**src/rtl/mult_share_arbiter_pkg.sv**
```systemverilog
// Shared definitions for the multiplier-sharing arbiter: widths, FSM encoding, helpers.
package mult_share_arbiter_pkg;

    localparam int unsigned OPND_W = 8;
    localparam int unsigned PROD_W = 16;

    typedef logic [2:0] state_t;

    localparam state_t StIdle   = 3'd0;
    localparam state_t StLaunch = 3'd1;
    localparam state_t StSettle = 3'd2;
    localparam state_t StWait   = 3'd3;
    localparam state_t StFinish = 3'd4;

    // Increment modulo n without a divider.
    function automatic int unsigned wrap_inc(input int unsigned v, input int unsigned n);
        return (v + 1 >= n) ? 0 : v + 1;
    endfunction

endpackage

```
**src/rtl/mult_share_arbiter_rr_pick.sv**
```systemverilog
// Combinational round-robin picker: first set request at or above ptr, else lowest set request.
module mult_share_arbiter_rr_pick
    import mult_share_arbiter_pkg::*;
#(
    parameter int unsigned N_REQ = 4,
    parameter int unsigned ID_W  = 2
) (
    input  logic [N_REQ-1:0] req,
    input  logic [ID_W-1:0]  ptr,
    output logic [N_REQ-1:0] gnt,
    output logic [ID_W-1:0]  idx,
    output logic             any
);

    logic            any_hi;
    logic            any_lo;
    logic [ID_W-1:0] idx_hi;
    logic [ID_W-1:0] idx_lo;

    // Two priority scans: one restricted to indices >= ptr, one over all requests.
    always_comb begin
        any_hi = 1'b0;
        any_lo = 1'b0;
        idx_hi = '0;
        idx_lo = '0;
        for (int i = 0; i < N_REQ; i++) begin
            if (req[i] && !any_lo) begin
                any_lo = 1'b1;
                idx_lo = ID_W'(i);
            end
            if (req[i] && (ID_W'(i) >= ptr) && !any_hi) begin
                any_hi = 1'b1;
                idx_hi = ID_W'(i);
            end
        end
    end

    // Wrap-around falls back to the unrestricted scan; grant is the one-hot of the winner.
    always_comb begin
        any = any_lo;
        idx = any_hi ? idx_hi : idx_lo;
        gnt = '0;
        for (int i = 0; i < N_REQ; i++) begin
            gnt[i] = any_lo && (idx == ID_W'(i));
        end
    end

endmodule

```
**src/rtl/mult_share_arbiter.sv**
```systemverilog
// Round-robin arbiter/sequencer sharing one shift-add multiplier among N_REQ clients,
// with a WAIT-state timeout guarding against a hung multiplier.
module mult_share_arbiter
    import mult_share_arbiter_pkg::*;
#(
    parameter int unsigned N_REQ   = 4,
    parameter int unsigned ID_W    = 2,
    parameter int unsigned TIMEOUT = 64
) (
    input  logic                    CLK,
    input  logic                    RESET,
    input  logic [N_REQ-1:0]        REQ,
    input  logic [OPND_W*N_REQ-1:0] A,
    input  logic [OPND_W*N_REQ-1:0] B,
    output logic [N_REQ-1:0]        GNT,
    output logic                    DONE,
    output logic [PROD_W-1:0]       RESULT,
    output logic [ID_W-1:0]         RESULT_ID,
    output logic                    ERR,
    output logic [OPND_W-1:0]       MUL_M1,
    output logic [OPND_W-1:0]       MUL_M2,
    output logic                    MUL_START,
    input  logic                    MUL_READY,
    input  logic [PROD_W-1:0]       MUL_RESULT,
    output logic                    BUSY
);

    localparam int unsigned CNT_W = $clog2(TIMEOUT + 1);
    localparam logic [CNT_W-1:0] CntLast = CNT_W'(TIMEOUT - 1);

    state_t              state_q;
    state_t              state_d;
    logic [ID_W-1:0]     ptr_q;
    logic [ID_W-1:0]     id_q;
    logic [OPND_W-1:0]   m1_q;
    logic [OPND_W-1:0]   m2_q;
    logic [CNT_W-1:0]    cnt_q;
    logic [PROD_W-1:0]   result_q;
    logic [ID_W-1:0]     result_id_q;
    logic                err_q;

    logic [N_REQ-1:0]    pick_gnt;
    logic [ID_W-1:0]     pick_idx;
    logic                pick_any;
    logic [OPND_W-1:0]   a_sel;
    logic [OPND_W-1:0]   b_sel;
    logic                accept;
    logic                timed_out;

    mult_share_arbiter_rr_pick #(
        .N_REQ (N_REQ),
        .ID_W  (ID_W)
    ) u_rr_pick (
        .req (REQ),
        .ptr (ptr_q),
        .gnt (pick_gnt),
        .idx (pick_idx),
        .any (pick_any)
    );

    assign accept    = (state_q == StIdle) && pick_any;
    // Ready has priority: timeout only matters when ready is absent this cycle.
    assign timed_out = (state_q == StWait) && !MUL_READY && (cnt_q == CntLast);

    // Operand slice mux for the winning requester.
    always_comb begin
        a_sel = '0;
        b_sel = '0;
        for (int i = 0; i < N_REQ; i++) begin
            if (pick_idx == ID_W'(i)) begin
                a_sel = A[i*OPND_W +: OPND_W];
                b_sel = B[i*OPND_W +: OPND_W];
            end
        end
    end

    // Next-state logic for the launch/settle/wait sequence.
    always_comb begin
        state_d = state_q;
        case (state_q)
            StIdle:   if (pick_any) state_d = StLaunch;
            StLaunch: state_d = StSettle;
            StSettle: state_d = StWait;
            StWait:   if (MUL_READY || timed_out) state_d = StFinish;
            StFinish: state_d = StIdle;
            default:  state_d = StIdle;
        endcase
    end

    // State register.
    always_ff @(posedge CLK) begin
        if (RESET) begin
            state_q <= StIdle;
        end else begin
            state_q <= state_d;
        end
    end

    // Capture operands, served index and advance the round-robin pointer on accept.
    always_ff @(posedge CLK) begin
        if (RESET) begin
            ptr_q <= '0;
            id_q  <= '0;
            m1_q  <= '0;
            m2_q  <= '0;
        end else if (accept) begin
            ptr_q <= ID_W'(wrap_inc(32'(pick_idx), N_REQ));
            id_q  <= pick_idx;
            m1_q  <= a_sel;
            m2_q  <= b_sel;
        end
    end

    // Timeout counter: cleared in SETTLE, counts every WAIT cycle.
    always_ff @(posedge CLK) begin
        if (RESET) begin
            cnt_q <= '0;
        end else if (state_q == StSettle) begin
            cnt_q <= '0;
        end else if (state_q == StWait && !MUL_READY && !timed_out) begin
            cnt_q <= cnt_q + CNT_W'(1);
        end
    end

    // Result registers update only when leaving WAIT and hold between DONE pulses.
    always_ff @(posedge CLK) begin
        if (RESET) begin
            result_q    <= '0;
            result_id_q <= '0;
            err_q       <= 1'b0;
        end else if (state_q == StWait && MUL_READY) begin
            result_q    <= MUL_RESULT;
            result_id_q <= id_q;
            err_q       <= 1'b0;
        end else if (timed_out) begin
            result_q    <= '0;
            result_id_q <= id_q;
            err_q       <= 1'b1;
        end
    end

    // State-decoded pulses, forced low while reset is asserted.
    always_comb begin
        GNT       = '0;
        if (accept && !RESET) GNT = pick_gnt;
        MUL_START = (state_q == StLaunch) && !RESET;
        DONE      = (state_q == StFinish) && !RESET;
        BUSY      = (state_q != StIdle) && !RESET;
    end

    assign MUL_M1    = m1_q;
    assign MUL_M2    = m2_q;
    assign RESULT    = result_q;
    assign RESULT_ID = result_id_q;
    assign ERR       = err_q;

endmodule

```
**config.mk**
```make
export PLATFORM = sky130hd
export DESIGN_NAME = mult_share_arbiter
export DESIGN_NICKNAME = d
export VERILOG_FILES = /design/src/rtl/mult_share_arbiter_pkg.sv /design/src/rtl/mult_share_arbiter_rr_pick.sv /design/src/rtl/mult_share_arbiter.sv
export SDC_FILE = /design/constraint.sdc
export NUM_CORES = 1
export LEC_CHECK = 0
export ABC_CLOCK_PERIOD_IN_PS = 3300
export BUFFER_PORTS_ARGS = -buffer_cell sky130_fd_sc_hd__buf_2
export CAP_MARGIN = 40
export CORE_UTILIZATION = 40
export DETAILED_ROUTE_END_ITERATION = 16
export PLACE_DENSITY = 0.83
export SLEW_MARGIN = 20
export SYNTH_ARGS = -nofsm -noshare
export SYNTH_HDL_FRONTEND = slang
export SYNTH_SLANG_ARGS = --single-unit
```
**constraint.sdc**
```tcl
create_clock -name CLK -period 3.3 [get_ports CLK]
set_clock_uncertainty 0.15 [all_clocks]
set_input_delay 0 -clock CLK [delete_from_list [all_inputs] [get_ports CLK]]
set_output_delay 0 -clock CLK [all_outputs]
set_load 0.02 [all_outputs]
```
* After elaboration in Yosys (flattened, before gate mapping)
Index checks and enable logic that the tools add are counted.
Storage, ports and cells: bits in registers 49, bits of input ports 87, output and inout port bits 42, logic and storage cells 98
Cells by class: add/sub/neg operators 2, order comparisons 5, equal/unequal tests 10, multiplexer cells 32, reductions and logical operators 40
Operators by type and width (count):
- two-way mux 8 bit | 8
- two-way mux 16 bit | 2
- logical AND 1 bit | 23
- two-way mux 2 bit | 8
- one-hot mux 3 bit (4 select lines) | 1
- two-way mux 1 bit | 10
- logical NOT 1 bit | 9
- adder 7 x 1 -> 7 bit (second input constant) | 1
- equality test 7 x 6 -> 1 bit (second input constant) | 1
- equality test 3 x 2 -> 1 bit (second input constant) | 2
- two-way mux 3 bit | 2
- equality test 2 bit (second input constant) | 2
- >= comparator 1 x 2 -> 1 bit (first input constant) | 2
- >= comparator 2 bit (first input constant) | 2
- two-way mux 4 bit | 1
- OR reduction 2 bit | 2
- adder 2 x 1 -> 3 bit (second input constant) | 1
- equality test 3 x 1 -> 1 bit (second input constant) | 1
- equality test 3 bit (second input constant) | 1
- >= comparator 3 bit (second input constant) | 1
- logical NOT 3 bit | 1
- nonzero test 3 bit | 1
- equality test 2 x 1 -> 1 bit (second input constant) | 1
- logical NOT 2 bit | 1
- other kinds (5) | 5

* Longest topological paths before layout
depth after elaboration 18, depth in mapped cells 12, depth with buffers taken out 9

* Cells and area by module
Synthesis repeated with hierarchy kept, for this count alone.
Second synthesis, totals: cell total of the unflattened synthesis 361, area, all modules 2713.9 um^2
By module, submodules not included:
- mult_share_arbiter | times used 1, cells each 330, area an instance 2531.2 um^2, seq. area each 980.9 um^2
- mult_share_arbiter_rr_pick | times used 1, cells each 31, area an instance 182.7 um^2, seq. area each 0.0 um^2

* Least setup slack after synthesis
No wires, ideal clock.
path kind register -> register, start point register ptr_q[1], end point register m1_q[0], in the netlist MUL_M1[0], library setup time 133 ps, arrival time 2517 ps, required time 3017 ps, path slack 500 ps, cell stages (with the launch flop) 13, buffers on the path 3, period minus slack after synthesis 2800 ps, path through dfxtp_1 clkbuf_1 mux2i_1 nor2_1 nor3_1 inv_1 ha_1 nor2b_1 clkbuf_1 buf_4 a221o_1 a221oi_1 nor3_1
Between the ends: word-level cells in the longest chain between the ends 18, elaborated cells on any way between the ends 30, classes of those cells 4 x order compare; 3 x eq/ne; 12 x mux; 11 x reduce/logical
Ends and longest elaborated chain:
- from (decl) | line mult_share_arbiter.sv:33 | logic [ID_W-1:0] ptr_q;
- from (signal assigned) | line mult_share_arbiter.sv:107 | ptr_q <= ID_W'(wrap_inc(32'(pick_idx), N_REQ));
- >= comparator 1 x 2 -> 1 bit | line mult_share_arbiter_rr_pick.sv:31 | if (req[i] && (ID_W'(i) >= ptr) && !any_hi) begin
- logical AND 1 bit | line mult_share_arbiter_rr_pick.sv:31
- two-way mux 1 bit | line mult_share_arbiter_rr_pick.sv:31
- logical NOT 1 bit | line mult_share_arbiter_rr_pick.sv:31
- logical AND 1 bit | line mult_share_arbiter_rr_pick.sv:31
- two-way mux 1 bit | line mult_share_arbiter_rr_pick.sv:31
- logical NOT 1 bit | line mult_share_arbiter_rr_pick.sv:31
- logical AND 1 bit | line mult_share_arbiter_rr_pick.sv:31
- two-way mux 1 bit | line mult_share_arbiter_rr_pick.sv:31
- logical NOT 1 bit | line mult_share_arbiter_rr_pick.sv:31
- logical AND 1 bit | line mult_share_arbiter_rr_pick.sv:31
- two-way mux 2 bit / two-way mux 1 bit (equally long branches) | line mult_share_arbiter_rr_pick.sv:31
- two-way mux 2 bit * | line mult_share_arbiter_rr_pick.sv:41 | idx = any_hi ? idx_hi : idx_lo;
- net pick_idx[0] | line mult_share_arbiter.sv:43 | logic [ID_W-1:0] pick_idx;
- logical NOT 2 bit | line mult_share_arbiter.sv:70 | if (pick_idx == ID_W'(i)) begin
- two-way mux 8 bit (3 in series) | line mult_share_arbiter.sv:70
- two-way mux 8 bit * | line mult_share_arbiter.sv:70
- to (signal assigned) | line mult_share_arbiter.sv:109 | m1_q <= a_sel;
- to (decl) | line mult_share_arbiter.sv:35 | logic [OPND_W-1:0] m1_q;
Mark *: on every way through the listed nets, which the timed path passes. The rest lies on a longest branch. A chain may end at the register's enable or synchronous reset.

* Final worst setup path
start point register ptr_q[1], end point register m2_q[0], in the netlist MUL_M2[0]
Between the ends: word-level cells in the longest chain between the ends 18, elaborated cells on any way between the ends 30, classes of those cells 4 x order compare; 3 x eq/ne; 12 x mux; 11 x reduce/logical
Ends and longest elaborated chain:
- >= comparator 1 x 2 -> 1 bit | line mult_share_arbiter_rr_pick.sv:31
- logical AND 1 bit | line mult_share_arbiter_rr_pick.sv:31
- two-way mux 1 bit | line mult_share_arbiter_rr_pick.sv:31
- logical NOT 1 bit | line mult_share_arbiter_rr_pick.sv:31
- logical AND 1 bit | line mult_share_arbiter_rr_pick.sv:31
- two-way mux 1 bit | line mult_share_arbiter_rr_pick.sv:31
- logical NOT 1 bit | line mult_share_arbiter_rr_pick.sv:31
- logical AND 1 bit | line mult_share_arbiter_rr_pick.sv:31
- two-way mux 1 bit | line mult_share_arbiter_rr_pick.sv:31
- logical NOT 1 bit | line mult_share_arbiter_rr_pick.sv:31
- logical AND 1 bit | line mult_share_arbiter_rr_pick.sv:31
- two-way mux 2 bit / two-way mux 1 bit (equally long branches) | line mult_share_arbiter_rr_pick.sv:31
- two-way mux 2 bit * | line mult_share_arbiter_rr_pick.sv:41
- net pick_idx[0] | line mult_share_arbiter.sv:43
- logical NOT 2 bit | line mult_share_arbiter.sv:70
- two-way mux 8 bit (3 in series) | line mult_share_arbiter.sv:70
- two-way mux 8 bit * | line mult_share_arbiter.sv:70
- to (signal assigned) | line mult_share_arbiter.sv:110 | m2_q <= b_sel;
- to (decl) | line mult_share_arbiter.sv:36 | logic [OPND_W-1:0] m2_q;
Marked as above.

==> flow_summary.yaml <==
timing:
  finalWorstSetupSlack_ns: 0.317
  post_layout_minimum_cycle_time_ns: 2.98
  hold_viol: 0
  timing.setup.tns_ns: 0
  timing.slew.headroom_pct: 52.5
  count_of_final_max_slew_check_failures: 0
  worstMarginPinSlew_ns: 0.713
  finalCritPeriodShare_pct: 90.4
  rsz0062_at_grt: "false"
  report.final.setup_viol: 0
  maxClockFrequency_ghz: 0.335
cts:
  post_cts_repair_setup_buffers: 0
  clk-insertion-delay-late_ns: 0.30
  cts-hold-fix-buffers: 43
  numCtsBuffers: 5
  depth_of_the_cts_h_tree: 2
  tritoncts_num_sinks: 49
  ctsRootBufferMaster: "sky130_fd_sc_hd__clkbuf_8"
  post_cts.resized_instances: 0
  cts_max_path_buffers: 2
  tritoncts: "yes"
  path_clk_slew_ns: 0.10
finish:
  final_net_count: 526
  drive_gt1_share_pct: 35.2
  relative_area_change_from_synthesis_to_final_layout_pct: 47.6
  antennaDiodeCount: 0
  n_fill_cell: 505
  final_common_cell: "sky130_fd_sc_hd__buf_2"
  layout.core_utilization_pct: 61.3
  mostFrequentLayoutCells: "sky130_fd_sc_hd__buf_2, sky130_fd_sc_hd__dfxtp_1, sky130_fd_sc_hd__dlygate4sd3_1"
yosys:
  ys_warn_count: 0
  count_of_different_cell_masters_after_synthesis: 49
  yosys_register_bits: 49
  proportion_of_synthesized_chip_area_in_sequential_cells_pct: 39.9
  yosys_most_used_dff: "sky130_fd_sc_hd__dfxtp_1"
  syn-mean-instance-area_sq_um: 8.92
  syn_nets: 368
  cells_after_synth: 276
  synthesis.area_sq_mm: 0.00246
  ys_async_sr_fraction_pct: 0
  synth_edf_count: 0
drt:
  antenna_left: 0
  drt-total-wl_mm: 7.42
  vias: 2692
  drc: 0
  route.detailed.vias_per_inst: 5.28
  drt-initial-drc-count: 88
  detail_route.first_pass.iterations: 4
  drt-wirelength-per-cell_microns: 14.6
place:
  place_congestion: 0.794
  detailed_place_hpwl_mm: 4.88
  numPortBuffers: 128
  place_ws_ns: 0.371
floorplanning:
  boundaryPins: 129
  std_cell_rows: 28
  die_width_microns: 80.4
  die_h_microns: 80.4
  floorplan.initialDensity_pct: 41.6
  core_region_area_sq_mm: 0.00592
  fp.dieArea_sq_mm: 0.00647
global_routing:
  grt_pass1_vias: 2674
  congestion_overflow_gr: 0
  grt_max_degree: 34
  antenna_found_initial: 0
  global_route_wire_length_before_repair_mm: 11.5
  track_usage_pct: 22.9
worst_setup_path:
  critPathArrivalTime_ns: 3.01
  ff2ff_path_depth: 10
  critical_path_required_ns: 3.32
  reg2reg_setup_slack_ns: 0.32
  timing.critical_path.fanout_max: 11
  worstSetupEndpointType: "flip-flop"
  crit_type: "flip-flop to flip-flop"
  worstSetupStartpointType: "flip-flop"
hold_path:
  worstHoldPathCells: 4
  min-delay-path-class: "input pin to flip-flop"
power:
  total_power_after_layout_mw: 1.61
  vdd.ir_drop.worst_uv: 232
  power-per-cell-area_mw_per_mm2: 443
  static_power_due_to_leakage_nw: 1.74
job:
  maxCapViolCount: 0
status:
  run_status: "finished clean"
## synth_stat cells, types with 4 or more instances
| cell type | count | area share (%) |
|---|---|---|
| sky130_fd_sc_hd__a21oi_1 | 27 | 5.5 |
| sky130_fd_sc_hd__a221o_1 | 16 | 6.5 |
| sky130_fd_sc_hd__a221oi_1 | 16 | 5.7 |
| sky130_fd_sc_hd__a22o_1 | 16 | 5.7 |
| sky130_fd_sc_hd__and2_1 | 5 | 1.3 |
| sky130_fd_sc_hd__buf_4 | 4 | 1.2 |
| sky130_fd_sc_hd__buf_6 | 5 | 2.3 |
| sky130_fd_sc_hd__clkbuf_1 | 11 | 1.7 |
| sky130_fd_sc_hd__dfxtp_1 | 49 | 40 |
| sky130_fd_sc_hd__ha_1 | 5 | 2.5 |
| sky130_fd_sc_hd__inv_1 | 20 | 3.1 |
| sky130_fd_sc_hd__nand2_1 | 8 | 1.2 |
| sky130_fd_sc_hd__nor2_1 | 26 | 4.0 |
| sky130_fd_sc_hd__nor3_1 | 18 | 3.7 |
## kinds of logic after synthesis
| group | after synthesis | synth area share, % |
|---|---|---|
| simple gates | 78 | 17.1 |
| buf+inv | 45 | 9.15 |
| compound gates | 94 | 29.4 |
| xor+xnor | 2 | 0.712 |
| fa+ha+maj | 5 | 2.54 |
| mux | 3 | 1.22 |
| flops | 49 | 39.9 |
## worst max-delay path: stages (launching register included)
cell and delay (ns):
sky130_fd_sc_hd__dfxtp_1 0.47, sky130_fd_sc_hd__mux2i_1 0.21, sky130_fd_sc_hd__nor2_1 0.05, sky130_fd_sc_hd__nor3_1 0.54, sky130_fd_sc_hd__inv_1 0.15, sky130_fd_sc_hd__ha_1 0.25
sky130_fd_sc_hd__nor2b_1 0.21, sky130_fd_sc_hd__buf_6 0.18, sky130_fd_sc_hd__a221o_1 0.31, sky130_fd_sc_hd__a221oi_1 0.26, sky130_fd_sc_hd__nor3_1 0.08
## cell type report
| class | instances | area, sq um | share of cell area, % |
|---|---|---|---|
| Clock buffer | 5 | 68.8 | 1.89 |
| Clock inverter | 3 | 26.3 | 0.723 |
| Inverter | 20 | 75.1 | 2.07 |
| Multi-Input combinational cell | 182 | 1250 | 34.6 |
| Sequential cell | 49 | 981 | 27.0 |
| Tap cell | 75 | 93.8 | 2.58 |
| Timing Repair Buffer | 176 | 1130 | 31.2 |
## power by group
part           total [mW]  switching (mW)  internal [mW]
clock network       0.372           0.218          0.154
registers           0.678          0.0349          0.643
logic               0.560           0.303          0.256
## path summary, 6_finish.rpt
path                                            start                     end
worst max-delay path            ptr_q[1]$_SDFFE_PP0P_  MUL_M2[0]$_SDFFE_PP0P_
worst min register to register  cnt_q[6]$_SDFFE_PP0P_   cnt_q[6]$_SDFFE_PP0P_
worst max register to register  ptr_q[1]$_SDFFE_PP0P_  MUL_M2[0]$_SDFFE_PP0P_
worst min-delay path                            A[13]  MUL_M1[5]$_SDFFE_PP0P_
## sequential cells by signal, indices dropped and copies added, names as in the netlist
register / flops
ERR: 1
MUL_M1: 8
MUL_M2: 8
RESULT: 16
RESULT_ID: 2
cnt_q: 7
id_q: 2
ptr_q: 2
state_q: 3
## routing by layer
layer	up-vias	track usage [%]	share of wire, %
met3	19	5.11	7.4
met2	128	41.7	51
li1	1332	-	-
met1	1213	24.2	39
met5	-	0	0
met4	0	12.5	2.6
## per-stage QoR
step,std cells,hold WS [ns],cell area (sq um)
2_1_floorplan,276,-0.0534,2460
3_3_place_gp,457,0.0611,3080
3_5_place_dp,459,0.0644,3110
4_1_cts,510,0.00103,3630
5_1_grt,510,0.0337,3630
6_report,510,0.00640,3630
No activity file was read; power rests on OpenSTA's default activity.
